`config.mk`:
```
export PLATFORM = sky130hd
export DESIGN_NAME = switch_debouncer_flat
export DESIGN_NICKNAME = d
export VERILOG_FILES = /design/src/rtl/switch_debouncer_pkg.sv /design/src/rtl/switch_debouncer_if.sv /design/src/rtl/switch_debouncer_debounce_bit.sv /design/src/rtl/switch_debouncer.sv /design/src/flat_wrapper.sv
export SDC_FILE = /design/constraint.sdc
export NUM_CORES = 1
export LEC_CHECK = 0
export CORE_MARGIN = 2
export CORE_UTILIZATION = 54
export CTS_CLUSTER_DIAMETER = 200
export DETAILED_ROUTE_END_ITERATION = 10
export GPL_TIMING_DRIVEN = 0
export MAX_ROUTING_LAYER = met4
export PLACE_DENSITY = 0.91
export SKIP_CTS_REPAIR_TIMING = 1
export SLEW_MARGIN = 20
export SYNTH_ARGS = -nofsm -noshare
export SYNTH_HDL_FRONTEND = slang
export SYNTH_SLANG_ARGS = --single-unit
```
`constraint.sdc`:
```
create_clock -name clk -period 1.8 [get_ports clk]
set_clock_uncertainty 0.1 [all_clocks]
set_input_delay 0.36 -clock clk [delete_from_list [all_inputs] [get_ports clk]]
set_output_delay 0.36 -clock clk [all_outputs]
set_load 0.01 [all_outputs]
```
`src/rtl/switch_debouncer_pkg.sv`:
```
// ============================================================================
// Module      : switch_pkg
// Description : Shared constants for the switch debouncer slice. It holds the
//               default switch count and the reserved sw_code values.
// Revision    : 1.0 - initial release
// ============================================================================
`default_nettype none

package switch_pkg;

    localparam int NUM_SW_DEFAULT = 4;

    // Reserved sw_code values. Codes 1..NUM_SW name the single active switch.
    localparam logic [2:0] CODE_NONE  = 3'd0;
    localparam logic [2:0] CODE_MULTI = 3'd7;

endpackage

`default_nettype wire

```
`src/rtl/switch_debouncer_if.sv`:
```
// ============================================================================
// Module      : switch_debouncer_if
// Description : Pin-side and conditioned-side signals of the switch debouncer.
//               master : the board/bench side. It drives the raw pins and
//                        consumes the clean outputs.
//               slave  : the debouncer itself.
//               Signals: key_raw (active-low button), sw_raw[NUM_SW],
//                        sw_clean[NUM_SW], step, multi, sw_code[3].
// Revision    : 1.0 - initial release
// ============================================================================
`default_nettype none

interface switch_debouncer_if #(
    parameter int NUM_SW = 4
) ();

    logic              key_raw;
    logic [NUM_SW-1:0] sw_raw;
    logic [NUM_SW-1:0] sw_clean;
    logic              step;
    logic              multi;
    logic [2:0]        sw_code;

    modport master (
        output key_raw,
        output sw_raw,
        input  sw_clean,
        input  step,
        input  multi,
        input  sw_code
    );

    modport slave (
        input  key_raw,
        input  sw_raw,
        output sw_clean,
        output step,
        output multi,
        output sw_code
    );

endinterface

`default_nettype wire

```
`src/rtl/switch_debouncer_debounce_bit.sv`:
```
// ============================================================================
// Module      : debounce_bit
// Description : One debounce channel. It contains a 2-FF synchroniser, a
//               consecutive-difference counter and the stable level register.
//               The stable value follows the synchronised input only after
//               the input has differed from it on DEBOUNCE_CYCLES consecutive
//               edges. Any return to the stable value restarts the count.
//               Ports: clk, reset (sync, active-high), d_raw (async input),
//                      d_stable (debounced level).
// Revision    : 1.0 - initial release
// ============================================================================
`default_nettype none

module debounce_bit #(
    parameter int   DEBOUNCE_CYCLES = 4,
    parameter logic IDLE            = 1'b0
) (
    input  wire logic clk,
    input  wire logic reset,
    input  wire logic d_raw,
    output logic      d_stable
);

    localparam int c_cnt_w = (DEBOUNCE_CYCLES > 1) ? $clog2(DEBOUNCE_CYCLES) : 1;
    localparam logic [c_cnt_w-1:0] c_cnt_last = c_cnt_w'(DEBOUNCE_CYCLES - 1);

    logic               r_s1;
    logic               r_s2;
    logic               r_stable;
    logic [c_cnt_w-1:0] r_cnt;

    always_ff @(posedge clk) begin
        if (reset) begin
            r_s1     <= IDLE;
            r_s2     <= IDLE;
            r_stable <= IDLE;
            r_cnt    <= '0;
        end else begin
            r_s1 <= d_raw;
            r_s2 <= r_s1;
            if (r_s2 == r_stable) begin
                r_cnt <= '0;
            end else if (r_cnt == c_cnt_last) begin
                // The input has differed on DEBOUNCE_CYCLES edges, counting this one.
                r_stable <= r_s2;
                r_cnt    <= '0;
            end else begin
                r_cnt <= r_cnt + c_cnt_w'(1);
            end
        end
    end

    assign d_stable = r_stable;

endmodule

`default_nettype wire

```
`src/rtl/switch_debouncer.sv`:
```
// ============================================================================
// Module      : switch_debouncer
// Description : Input conditioning for the switch-driven FSM. It debounces the
//               step pushbutton and NUM_SW slide switches. It then produces
//               clean switch levels, a one-cycle step pulse per press, a
//               "more than one switch on" flag and a compact switch code.
//               Ports: clk, reset (sync, active-high),
//                      bus (switch_debouncer_if.slave): key_raw, sw_raw in;
//                      sw_clean, step, multi, sw_code out.
// Revision    : 1.0 - initial release
// ============================================================================
`default_nettype none

module switch_debouncer
    import switch_pkg::*;
#(
    parameter int NUM_SW          = NUM_SW_DEFAULT,
    parameter int DEBOUNCE_CYCLES = 4
) (
    input  wire logic         clk,
    input  wire logic         reset,
    switch_debouncer_if.slave bus
);

    logic              w_key_stable;
    logic              r_key_prev;
    logic [NUM_SW-1:0] w_sw_stable;
    logic              w_seen;
    logic              w_multi;
    logic [2:0]        w_index_code;
    logic [2:0]        w_code;

    // The key pin is active-low. The channel works on the inverted pin, so
    // 1 means pressed and the idle level stays 0 like the switches.
    debounce_bit #(
        .DEBOUNCE_CYCLES (DEBOUNCE_CYCLES),
        .IDLE            (1'b0)
    ) u_key (
        .clk      (clk),
        .reset    (reset),
        .d_raw    (~bus.key_raw),
        .d_stable (w_key_stable)
    );

    generate
        for (genvar gi = 0; gi < NUM_SW; gi++) begin : g_sw
            debounce_bit #(
                .DEBOUNCE_CYCLES (DEBOUNCE_CYCLES),
                .IDLE            (1'b0)
            ) u_sw (
                .clk      (clk),
                .reset    (reset),
                .d_raw    (bus.sw_raw[gi]),
                .d_stable (w_sw_stable[gi])
            );
        end
    endgenerate

    // Rising-edge detect on the debounced key. The prev register clears to
    // "released", so a key held through reset counts as a new press.
    always_ff @(posedge clk) begin
        if (reset) begin
            r_key_prev <= 1'b0;
        end else begin
            r_key_prev <= w_key_stable;
        end
    end

    // A second set bit implies popcount >= 2. The last set bit seen gives the
    // single-switch code.
    always_comb begin
        w_seen       = 1'b0;
        w_multi      = 1'b0;
        w_index_code = CODE_NONE;
        for (int i = 0; i < NUM_SW; i++) begin
            if (w_sw_stable[i]) begin
                if (w_seen) begin
                    w_multi = 1'b1;
                end
                w_seen       = 1'b1;
                w_index_code = 3'(i + 1);
            end
        end
    end

    always_comb begin
        w_code = CODE_NONE;
        if (w_multi) begin
            w_code = CODE_MULTI;
        end else if (w_seen) begin
            w_code = w_index_code;
        end
    end

    assign bus.sw_clean = w_sw_stable;
    assign bus.step     = w_key_stable & ~r_key_prev;
    assign bus.multi    = w_multi;
    assign bus.sw_code  = w_code;

endmodule

`default_nettype wire

```
`src/flat_wrapper.sv`:
```
// flat-port wrapper written by rule: the top's interface ports become plain ports
module switch_debouncer_flat import switch_pkg::*;
#(
    parameter int NUM_SW          = NUM_SW_DEFAULT,
    parameter int DEBOUNCE_CYCLES = 4
)
  (clk, reset, bus_key_raw, bus_sw_raw, bus_sw_clean, bus_step, bus_multi, bus_sw_code);
  switch_debouncer_if #(.NUM_SW(NUM_SW)) bus_i ();
  input  wire logic clk;
  input  wire logic reset;
  input wire logic [$bits(bus_i.key_raw)-1:0] bus_key_raw;
  input wire logic [$bits(bus_i.sw_raw)-1:0] bus_sw_raw;
  output wire logic [$bits(bus_i.sw_clean)-1:0] bus_sw_clean;
  output wire logic [$bits(bus_i.step)-1:0] bus_step;
  output wire logic [$bits(bus_i.multi)-1:0] bus_multi;
  output wire logic [$bits(bus_i.sw_code)-1:0] bus_sw_code;
  assign bus_i.key_raw = bus_key_raw;
  assign bus_i.sw_raw = bus_sw_raw;
  assign bus_sw_clean = bus_i.sw_clean;
  assign bus_step = bus_i.step;
  assign bus_multi = bus_i.multi;
  assign bus_sw_code = bus_i.sw_code;
  switch_debouncer #(.NUM_SW(NUM_SW), .DEBOUNCE_CYCLES(DEBOUNCE_CYCLES)) u_core (.clk(clk), .reset(reset), .bus(bus_i));
endmodule
```
Yosys cells after proc, flatten, opt, wreduce, memory -nomap -nowiden
Index checks and enable logic that the tools add are counted.
{"block": "classes", "n_mux": 16, "eq_ne": 10, "reduce_logical": 10, "bitwise_logic": 8, "add_sub_neg": 5}
{"op": "3-bit OR reduction", "count": 5}
{"op": "1-bit two-way mux", "count": 11}
{"op": "2-bit by 1-bit adder with 2-bit output (second input constant)", "count": 5}
{"op": "2-bit == test (second input constant)", "count": 5}
{"op": "2-bit AND reduction", "count": 5}
{"op": "3-bit two-way mux", "count": 3}
{"op": "1-bit inverter", "count": 7}
{"op": "1-bit == test", "count": 5}
{"op": "2-bit two-way mux", "count": 2}
{"op": "1-bit bitwise AND", "count": 1}
{"block": "totals", "output_inout_bits": 9, "elab_cells": 70, "input_bits": 7, "regBits": 26}

Longest topological paths before layout
Gate-level depths: netlist (run 1).
{"block": "depth", "ltp_word": 8, "depth_mapped": 3, "mapped_depth_nobuf": 3}

Hierarchy
From an unflattened synthesis (run 1), not the netlist that was laid out.
{"block": "unflattened", "cells_unflattened": 78, "area_unflattened_um2": 932.1}
{"module": "debounce_bit", "cells_per_inst": 13, "seq_area_each_um2": 100.1, "n_inst": 5, "area_each_um2": 168.9}
{"module": "switch_debouncer", "cells_per_inst": 13, "seq_area_each_um2": 20.0, "n_inst": 1, "area_each_um2": 87.6}

Worst setup path after synthesis (run 1)
OpenSTA, ideal clock, no wires.
{"block": "synth_path", "kind": "register to output", "from": "register u_core.g_sw[0].u_sw.r_stable", "to": "output bus_multi", "path_slack_ps": 466, "path_stages_with_launch": 3, "t_arrival_ps": 874, "cell_sequence": "dfxtp_1 a211o_2 nor2b_1"}
{"block": "synth_via", "elab_chain_len": 7, "elab_cells_between_ends": 9, "classes_between": "9 x mux"}
{"item": "start: declaration", "line_no": "switch_debouncer_debounce_bit.sv:29", "source": "logic r_stable;"}
{"item": "start signal: assignment", "line_no": "switch_debouncer_debounce_bit.sv:45", "source": "r_stable <= r_s2;"}
{"item": "1-bit two-way mux *", "line_no": "switch_debouncer.sv:76", "source": "if (w_sw_stable[i]) begin"}
{"item": "1-bit two-way mux", "line_no": "switch_debouncer.sv:77", "source": "if (w_seen) begin"}
{"item": "1-bit two-way mux", "line_no": "switch_debouncer.sv:76"}
{"item": "1-bit two-way mux", "line_no": "switch_debouncer.sv:77"}
{"item": "1-bit two-way mux", "line_no": "switch_debouncer.sv:76"}
{"item": "1-bit two-way mux", "line_no": "switch_debouncer.sv:77"}
{"item": "1-bit two-way mux *", "line_no": "switch_debouncer.sv:76"}
{"item": "end: declaration", "line_no": "flat_wrapper.sv:15", "source": "output wire logic [$bits(bus_i.multi)-1:0] bus_multi;"}
Mark *: on every way between the ends. The rest lies on a longest branch, timed or not.

Worst setup path in the final report (run 1)
Same ends and word-level chain as after synthesis.

==> summary.md, run 1 <==
| Metric | Value |
|---|---|
| Post-Synthesis Cells | 82 |
| Asr flop ratio synth | 0% |
| Final HPWL from detailed placement | ~1000 microns |
| Slowest cell delay on critical path | 0.39 ns |
| Layout cell share with drive strength beyond 1 | between 20% and 30% |
| Power Total | approximately 0.9 mW |
| Ys Warns | 0 |
| Slew of the pin with the lowest slew margin | 0.251 ns |
| DR DRC count | 0 |
| Register bit total from synthesis | 26 |
| Sequential fraction of the synthesis area | 54.0% |
| Worst reg2reg path depth | 2 |
| Cell Chain, Critical Path | a211o_2, nor2b_1, clkbuf_2 |
| Fmax | 569 MHz |
| DR vias/cell | between 5 and 6 |
| Final WL | 1.55 mm |
| Clock buffer depth | 2 |
| DR iter-0 viols | 9 |
| CP endpoint kind | output pin |
| Routability Congestion | 0.675 |
| Initial core utilization | between 50% and 60% |
| Cts bufs inserted | 3 |
| Clock sinks | 26 |
| Min-Delay Path Class | register to register |
| Final cell count without fillers | 130 |
| Die extent in x | 46.2 microns |
| Final setup violation count | 0 |
| Post-placement cell area | 1140 sq um |
| Startpoint types | register |
| Static Leak | about 0.64 nW |
| Vias in the first global route | 556 |
| Crit path kind | register to output pin |
| Setup TNS | 0 ns |
| Area leader, netlist | dfxtp_1 |
| Top Family by Delay on Critical Path | flip-flops |
| Grt peak-use layer | met2 |
| Clock Latency Late Sink | 0.32 ns |
| Pin count of the biggest net entering global routing | 15 |
| Worst Setup SP | u_core.g_sw[0].u_sw.d_stable$_SDFFE_PP0P_ |
| Via count | roughly 650 |
| Setup slack, reg-to-reg | 0.71 ns |
| Post-synthesis cell type count | 17 |
| IO Port Bufs | 15 |
| Rows | 15 |
| Post-synth EDFFs | 0 |
| GRT Total Usage | 15.7% |
| Routed WL per cell | 11.9 microns |
| Final min period | ~1.8 ns |
| Worst VDD drop | about 0.66 mV |
| Die H | 46.2 microns |
| Antenna fix cells | 0 |
| DRT Pass-1 Iters | 6 |
| Met3 Use GR | 3.53% |
| Final hold vios | 0 |
| FF-to-FF Start | u_core.u_key.r_cnt[0]$_SDFF_PP0_ |
| # nets final | 118 |
| Final max-slew violation count | 0 |
| Commonest cells post-synth | 26 x dfxtp_1, 8 x nor2b_1, 7 x nor2_1 |
| TritonCTS clock tree | built |
| Initial antenna violation count | 0 |
| Area Growth Syn to Fin | 29.2% |
| Crit path buffers/inverters | 1 |
| Synth top area share | 54.0% |
| RR Endpoint | u_core.u_key.r_cnt[1]$_SDFF_PP0_ |
| Antenna-violating nets left | 0 |
| Required time of the critical path | 1.34 ns |
| Post-synth design cell area | 963 sq um |
| Dpl cells | 122 |
| Total congestion overflow | 0 |
| Slew headroom | approximately 83% |
| Worst-path clk slew | approximately 0.14 ns |
| Crit-path max FO | 6 |
| DIE AREA | 2140 sq um |
| Worst hold path depth | 1 |
| Ys flop type | dfxtp_1 |
| I/O pin total | 16 |
| Slowest cell on crit path | dfxtp_4 |
| Status | finished clean |
| Met1 usage | 21.0% |
| Mapped Avg Cell Area | 11.7 sq um |
| Most common cell in the netlist | dfxtp_1 |
| CTS HTree Levels | 1 |
| Hold endpoint | u_core.g_sw[2].u_sw.r_cnt[0]$_SDFF_PP0_ |
| GR Util met2 | ~22% |
| Fin area | 1240 sq um |
| Power density cells | roughly 740 nW/um^2 |
| Synth area leaders | dfxtp_1 54%, ha_1 6.5%, nor4b_2 6.2%, mux2i_1 5.2%, nor2b_1 5.2% |
| Hold_sp | u_core.g_sw[2].u_sw.r_cnt[0]$_SDFF_PP0_ |
| First-pass GRT wire length | roughly 2.3 mm |
| Core area | 1710 sq um |
| Clock root buffer | clkbuf_4 |
| Post-Syn Nets | 94 |
| Final Cycle Share | 97.7% |
| Max cap viols | 0 |
| CP Data Arrival Time | 1.30 ns |
## layout by cell type, fill, tap and decap left out, types with 5 or more instances in the layout
cell type / instances
nor2b_1: 8
ha_1: 5
nor4_1: 5
mux2i_1: 5
dlymetal6s2s_1: 8
nor2_1: 6
dfxtp_1: 21
clkdlybuf4s50_1: 6
xnor2_1: 5
buf_4: 9
## cell type report
class	count	area, sq um
plain buffers	6	42.5
clock buffers	4	36.3
fillers	118	463
repair buffers	19	195
flip-flops and latches	26	537
well taps	25	31.3
multi-input cells	50	403
## power breakdown
group	internal, mW	switching (mW)
Clock	0.124	0.169
Sequential	0.583	0.00604
Combinational	0.0251	0.0173
Total	0.732	0.192
## sequential cells by signal, indices dropped and copies added (netlist names)
name                       count
u_core.g_sw.u_sw.r_cnt         8
u_core.u_key.r_s1              1
u_core.g_sw.u_sw.r_s1          4
u_core.u_key.d_stable          1
u_core.r_key_prev              1
u_core.u_key.r_s2              1
u_core.g_sw.u_sw.r_s2          4
u_core.u_key.r_cnt             2
u_core.g_sw.u_sw.d_stable      4
## logic make-up after synthesis
kind of cell,after synthesis,synth area share (%)
and+or+nand+nor,31,22.2
DFF,26,54.0
buffers and inverters,6,4.42
xor gates and xnor gates,5,4.55
muxes,5,5.20
adders and majority gates,5,6.49
AOI/OAI and AO/OA,4,3.12
## worst max path at each step
stage | cells after the start | to
floorplan | 2 | bus_multi
global placement | 3 | bus_multi
detailed placement | 3 | bus_multi
CTS | 3 | bus_multi
global route | 3 | bus_multi
finish | 3 | bus_multi
## metrics by stage
stage          hold slack (ns)  setup WS, ns  utilization [%]
2_1_floorplan            0.305         0.466                -
3_3_place_gp             0.315        0.0222             67.0
3_5_place_dp             0.318       0.00331             67.0
4_1_cts                  0.341        -0.360             69.2
5_1_grt                  0.356       -0.0156             72.9
6_report                 0.338        0.0411             72.9
## worst register-to-register path, cell delays in order, from the launching register on
cell and delay (ns):
dfxtp_1 0.34, ha_1 0.24, nor4b_1 0.31
## layer usage
metal,share of wire [%],vias to the layer above
li1,-,326
met1,46,306
met2,47,15
met3,3.9,7
met4,2.2,0
met5,0,-
(Power assumes the default switching activity.)
==> inputs of run 2 (changes only) <==
clock period = 2.2 ns   (was 1.8 ns; I/O delays follow)
==> run 2 against run 1 <==
Non-clock buffer count fell by 4. Routed wire length fell by 7.7%. Die area did not move. Flip-flop and latch count did not move. Via count fell by 4.6%. Final area fell by 4.3%. Largest cell class unchanged.
==> summary.md, run 2 (synthesis gave the netlist of run 1 again) <==
| Metric | Value |
|---|---|
| Status | finished clean |
| Final Cycle Share | 93.8% |
| Unrepaired setup endpoints after global routing | false |
| Worst VDD drop | 0.528 mV |
| Final min period | 2.06 ns |
| Clock root buffer | clkbuf_4 |
| Pin count of the biggest net entering global routing | 15 |
| DR vias/cell | between 4 and 5 |
| Area Growth Syn to Fin | 23.6% |
| Crit path kind | register to output pin |
| Cts bufs inserted | 3 |
| Slew headroom | between 80 and 90% |
| Startpoint types | register |
| Via count | 624 |
| Power Total | 0.757 mW |
| Clock sinks | 26 |
| Final HPWL from detailed placement | around 1000 microns |
| CP Data Arrival Time | roughly 1.5 ns |
| Final WL | 1.43 mm |
| Routability Congestion | 0.675 |
| Crit-path max FO | 7 |
| Initial core utilization | 56.4% |
| Required time of the critical path | 1.66 ns |
| Fin area | 1190 sq um |
| First-pass GRT wire length | 2.33 mm |
| Antenna-violating nets left | 0 |
| Power density cells | 635 nW/um^2 |
| IO Port Bufs | 15 |
| Max cap viols | 0 |
| Initial antenna violation count | 0 |
| CP endpoint kind | output pin |
| Vias in the first global route | 556 |
| Fmax | 485 MHz |
| GRT Total Usage | 15.7% |
| Post-placement cell area | 1140 sq um |
| Die extent in x | 46.2 microns |
| DR DRC count | 0 |
| Most common cell after layout, fill and taps aside | dfxtp_1 |
| Routed WL per cell | 11.3 microns |
| Post-Route Utilization | 69.7% |
| Antenna fix cells | 0 |
| Top reg by flops | u_core.g_sw.u_sw.r_cnt |
| Total congestion overflow | 0 |
| TritonCTS clock tree | built |
| Core area | 1710 sq um |
| # nets final | 114 |
| DRT Pass-1 Iters | 4 |
| Rows | 15 |
| Slew of the pin with the lowest slew margin | 0.251 ns |
| Max reg flops | 8 |
| DR iter-0 viols | 2 |
| Most frequent cells in the layout | 22 x dfxtp_1, 14 x clkdlybuf4s50_1, 8 x nor2b_1, 7 x nor2_1 |
| Min-Delay Path Class | register to register |
| DIE AREA | 2140 sq um |
| CTS HTree Levels | 1 |
| Layout cell share with drive strength beyond 1 | 18.8% |
| Clock Latency Late Sink | 0.32 ns |
| Static Leak | 0.485 nW |
| I/O pin total | 16 |
| Worst-path clk slew | between 0.1 and 0.15 ns |
| Final max-slew violation count | 0 |
| Final setup violation count | 0 |
| Clock buffer depth | 2 |
| Final hold vios | 0 |
| Die H | between 40 and 50 microns |
## run 2: cell count changes in the layout (fill, tap and decap cells not counted), sizes merged
cell	delta
clkdlybuf4s50	+8
clkbuf	-1
buf	-4
dlymetal6s2s	-7
## run 2: through the flow
stage	worst slack [ns]	hold slack [ns]	TNS (ns)	cells
after floorplan	0.786	0.305	0	82
after global placement	0.342	0.315	0	122
after detailed placement	0.323	0.318	0	122
after CTS	-0.0398	0.341	-0.0398	126
after global routing	0.0832	0.356	0	126
final	0.136	0.340	0	126
## run 2: area by class of cell
cell class              instances  area (sq um)
multi-input cells              50           400
flip-flops and latches         26           528
well taps                      25          31.3
clock buffers                   4          36.3
plain buffers                   6          42.5
fillers                       122           517
repair buffers                 15           153
## run 2: critical path, stage by stage (launching register included)
cell             delay, ns
dfxtp_2               0.44
nor2_1                0.08
o21bai_1              0.14
clkdlybuf4s50_1       0.55
## run 2: final timing paths
kind                                                                start                                       to  slack, ns  depth (start not counted)
worst min register to register    u_core.g_sw[2].u_sw.r_cnt[0]$_SDFF_PP0_  u_core.g_sw[2].u_sw.r_cnt[0]$_SDFF_PP0_       0.34                          1
worst min-delay path              u_core.g_sw[2].u_sw.r_cnt[0]$_SDFF_PP0_  u_core.g_sw[2].u_sw.r_cnt[0]$_SDFF_PP0_       0.34                          1
worst max register to register           u_core.u_key.r_cnt[0]$_SDFF_PP0_         u_core.u_key.r_cnt[1]$_SDFF_PP0_       1.12                          2
worst max-delay path            u_core.g_sw[2].u_sw.d_stable$_SDFFE_PP0P_                           bus_sw_code[2]       0.14                          3
## run 2: routing by layer
metal | GRT usage (%) | vias up | routed length (microns)
met2 | 22.2 | 14 | 690
met4 | 7.43 | 0 | 33
met1 | 21.0 | 289 | 663
met5 | - | - | 0
li1 | - | 315 | -
met3 | 3.53 | 6 | 43
## run 2: power breakdown
part           internal [mW]  leakage, nW  switching [mW]
sequential             0.481        0.214         0.00496
clock                  0.101       0.0210           0.135
combinational         0.0206        0.250          0.0140
total                  0.603        0.485           0.154
==> inputs of run 3 (changes only) <==
CTS_BUF_LIST = sky130_fd_sc_hd__clkbuf_16   (was unset)
==> run 3 against run 2 <==
Worst hold slack got worse by 0.012 ns. Via count decreased by 0.48%. Critical path depth unchanged. Sequential share of layout area decreased by 1.8 points. Die area unchanged. Utilization increased by 1.9 points. Flip-flop and latch count unchanged.
==> summary.md, run 3 (synthesis gave the netlist of run 1 again) <==
| Metric | Value |
|---|---|
| DRT Pass-1 Iters | 4 |
| Setup TNS | 0 ns |
| Max reg flops | 8 |
| Power Total | 0.909 mW |
| Required time of the critical path | approximately 1.7 ns |
| Antenna fix cells | 0 |
| Clock buffer depth | 2 |
| Core area | 1710 sq um |
| DR DRC count | 0 |
| Unrepaired setup endpoints after global routing | false |
| First-pass GRT wire length | 2.52 mm |
| Top reg by flops | u_core.g_sw.u_sw.r_cnt |
| Clock Latency Late Sink | 0.25 ns |
| Initial core utilization | 56.4% |
| Min-Delay Path Class | register to register |
| Final hold vios | 0 |
| Pin count of the biggest net entering global routing | 15 |
| Startpoint types | register |
| CTS HTree Levels | 1 |
| Crit path kind | register to output pin |
| Fmax | 467 MHz |
| Area Growth Syn to Fin | 27.0% |
| CP endpoint kind | output pin |
| Total congestion overflow | 0 |
| Clock sinks | 26 |
| I/O pin total | 16 |
| Final HPWL from detailed placement | 985 microns |
| Routed WL per cell | between 10 and 15 microns |
| Slew headroom | roughly four fifths |
| Static Leak | 0.482 nW |
| Routability Congestion | 0.675 |
| Layout cell share with drive strength beyond 1 | 13.9% |
| Setup slack, reg-to-reg | ~1.1 ns |
| Final setup violation count | 0 |
| Final min period | 2.14 ns |
| # nets final | 114 |
| Worst hold path depth | 1 |
| CP Data Arrival Time | around 1.6 ns |
| Clock root buffer | clkbuf_16 |
| Most common cell after layout, fill and taps aside | dfxtp_1 |
| GRT Total Usage | 17.4% |
| Crit-path max FO | 7 |
| Worst VDD drop | 0.660 mV |
| Die H | roughly 46 microns |
| Via count | 621 |
| Initial antenna violation count | 0 |
| DR vias/cell | 4.93 |
| Die extent in x | 46.2 microns |
| Final Cycle Share | a little over nine tenths |
| Worst hold slack | 0.328 ns |
| IO Port Bufs | 15 |
| Vias in the first global route | roughly 580 |
| TritonCTS clock tree | built |
| Worst-path clk slew | 0.06 ns |
| Max cap viols | 0 |
| Cts bufs inserted | 3 |
| Slew of the pin with the lowest slew margin | 0.289 ns |
| Final max-slew violation count | 0 |
| Rows | 15 |
| DR iter-0 viols | 7 |
| Power density cells | around 740 nW/um^2 |
| Status | finished clean |
| Antenna-violating nets left | 0 |
| Most frequent cells in the layout | 26 x dfxtp_1, 15 x clkdlybuf4s50_1, 8 x nor2b_1, 7 x nor2_1 |
| Worst reg2reg path depth | 2 |
| DIE AREA | around 2100 sq um |
| Final WL | 1.49 mm |
## run 3: cell types whose count changed in the layout (fill, tap and decap cells not counted), sizes merged
cell,previous run,this run
clkdlybuf4s50,14,15
dlymetal6s2s,1,0
clkbuf,4,3
clkinv,0,1
## run 3: layout make-up
cell class              count  area, sq um
fillers                   117          484
flip-flops and latches     26          520
clock inverters             1         3.75
multi-input cells          50          400
repair buffers             15          150
well taps                  25         31.3
clock buffers               3         75.1
plain buffers               6         42.5
## run 3: power breakdown
| group | switching (mW) | internal, mW |
|---|---|---|
| Combinational | 0.0146 | 0.0206 |
| Sequential | 0.00497 | 0.482 |
| Clock | 0.144 | 0.242 |
## run 3: final timing paths
| path | from | end |
|---|---|---|
| min | u_core.g_sw[2].u_sw.r_cnt[0]$_SDFF_PP0_ | u_core.g_sw[2].u_sw.r_cnt[0]$_SDFF_PP0_ |
| max | u_core.g_sw[0].u_sw.d_stable$_SDFFE_PP0P_ | bus_multi |
| max reg2reg | u_core.g_sw[3].u_sw.d_stable$_SDFFE_PP0P_ | u_core.g_sw[3].u_sw.r_cnt[1]$_SDFF_PP0_ |
| min reg2reg | u_core.g_sw[2].u_sw.r_cnt[0]$_SDFF_PP0_ | u_core.g_sw[2].u_sw.r_cnt[0]$_SDFF_PP0_ |
## run 3: layer usage
layer | share of wire (%) | track usage [%] | wire length, microns
met5 | 0 | - | 0
met4 | 1.1 | 8.57 | 17
met3 | 3.1 | 3.92 | 46
met2 | 51 | 26.4 | 753
met1 | 45 | 21.5 | 670
## run 3: critical path, stage by stage, from the launching register on
cell	delay, ns
dfxtp_1	0.38
a211o_2	0.36
nor2b_1	0.13
clkdlybuf4s50_1	0.48
## run 3: stage by stage
stage	cell area [sq um]	worst slack, ns	instances	util (%)
global route	1220	0.00685	126	71.6
CTS	1220	0.0426	126	71.6
finish	1220	0.0593	126	71.6
global placement	1140	0.342	122	67.0
detailed placement	1140	0.323	122	67.0
floorplan	963	0.786	82	-
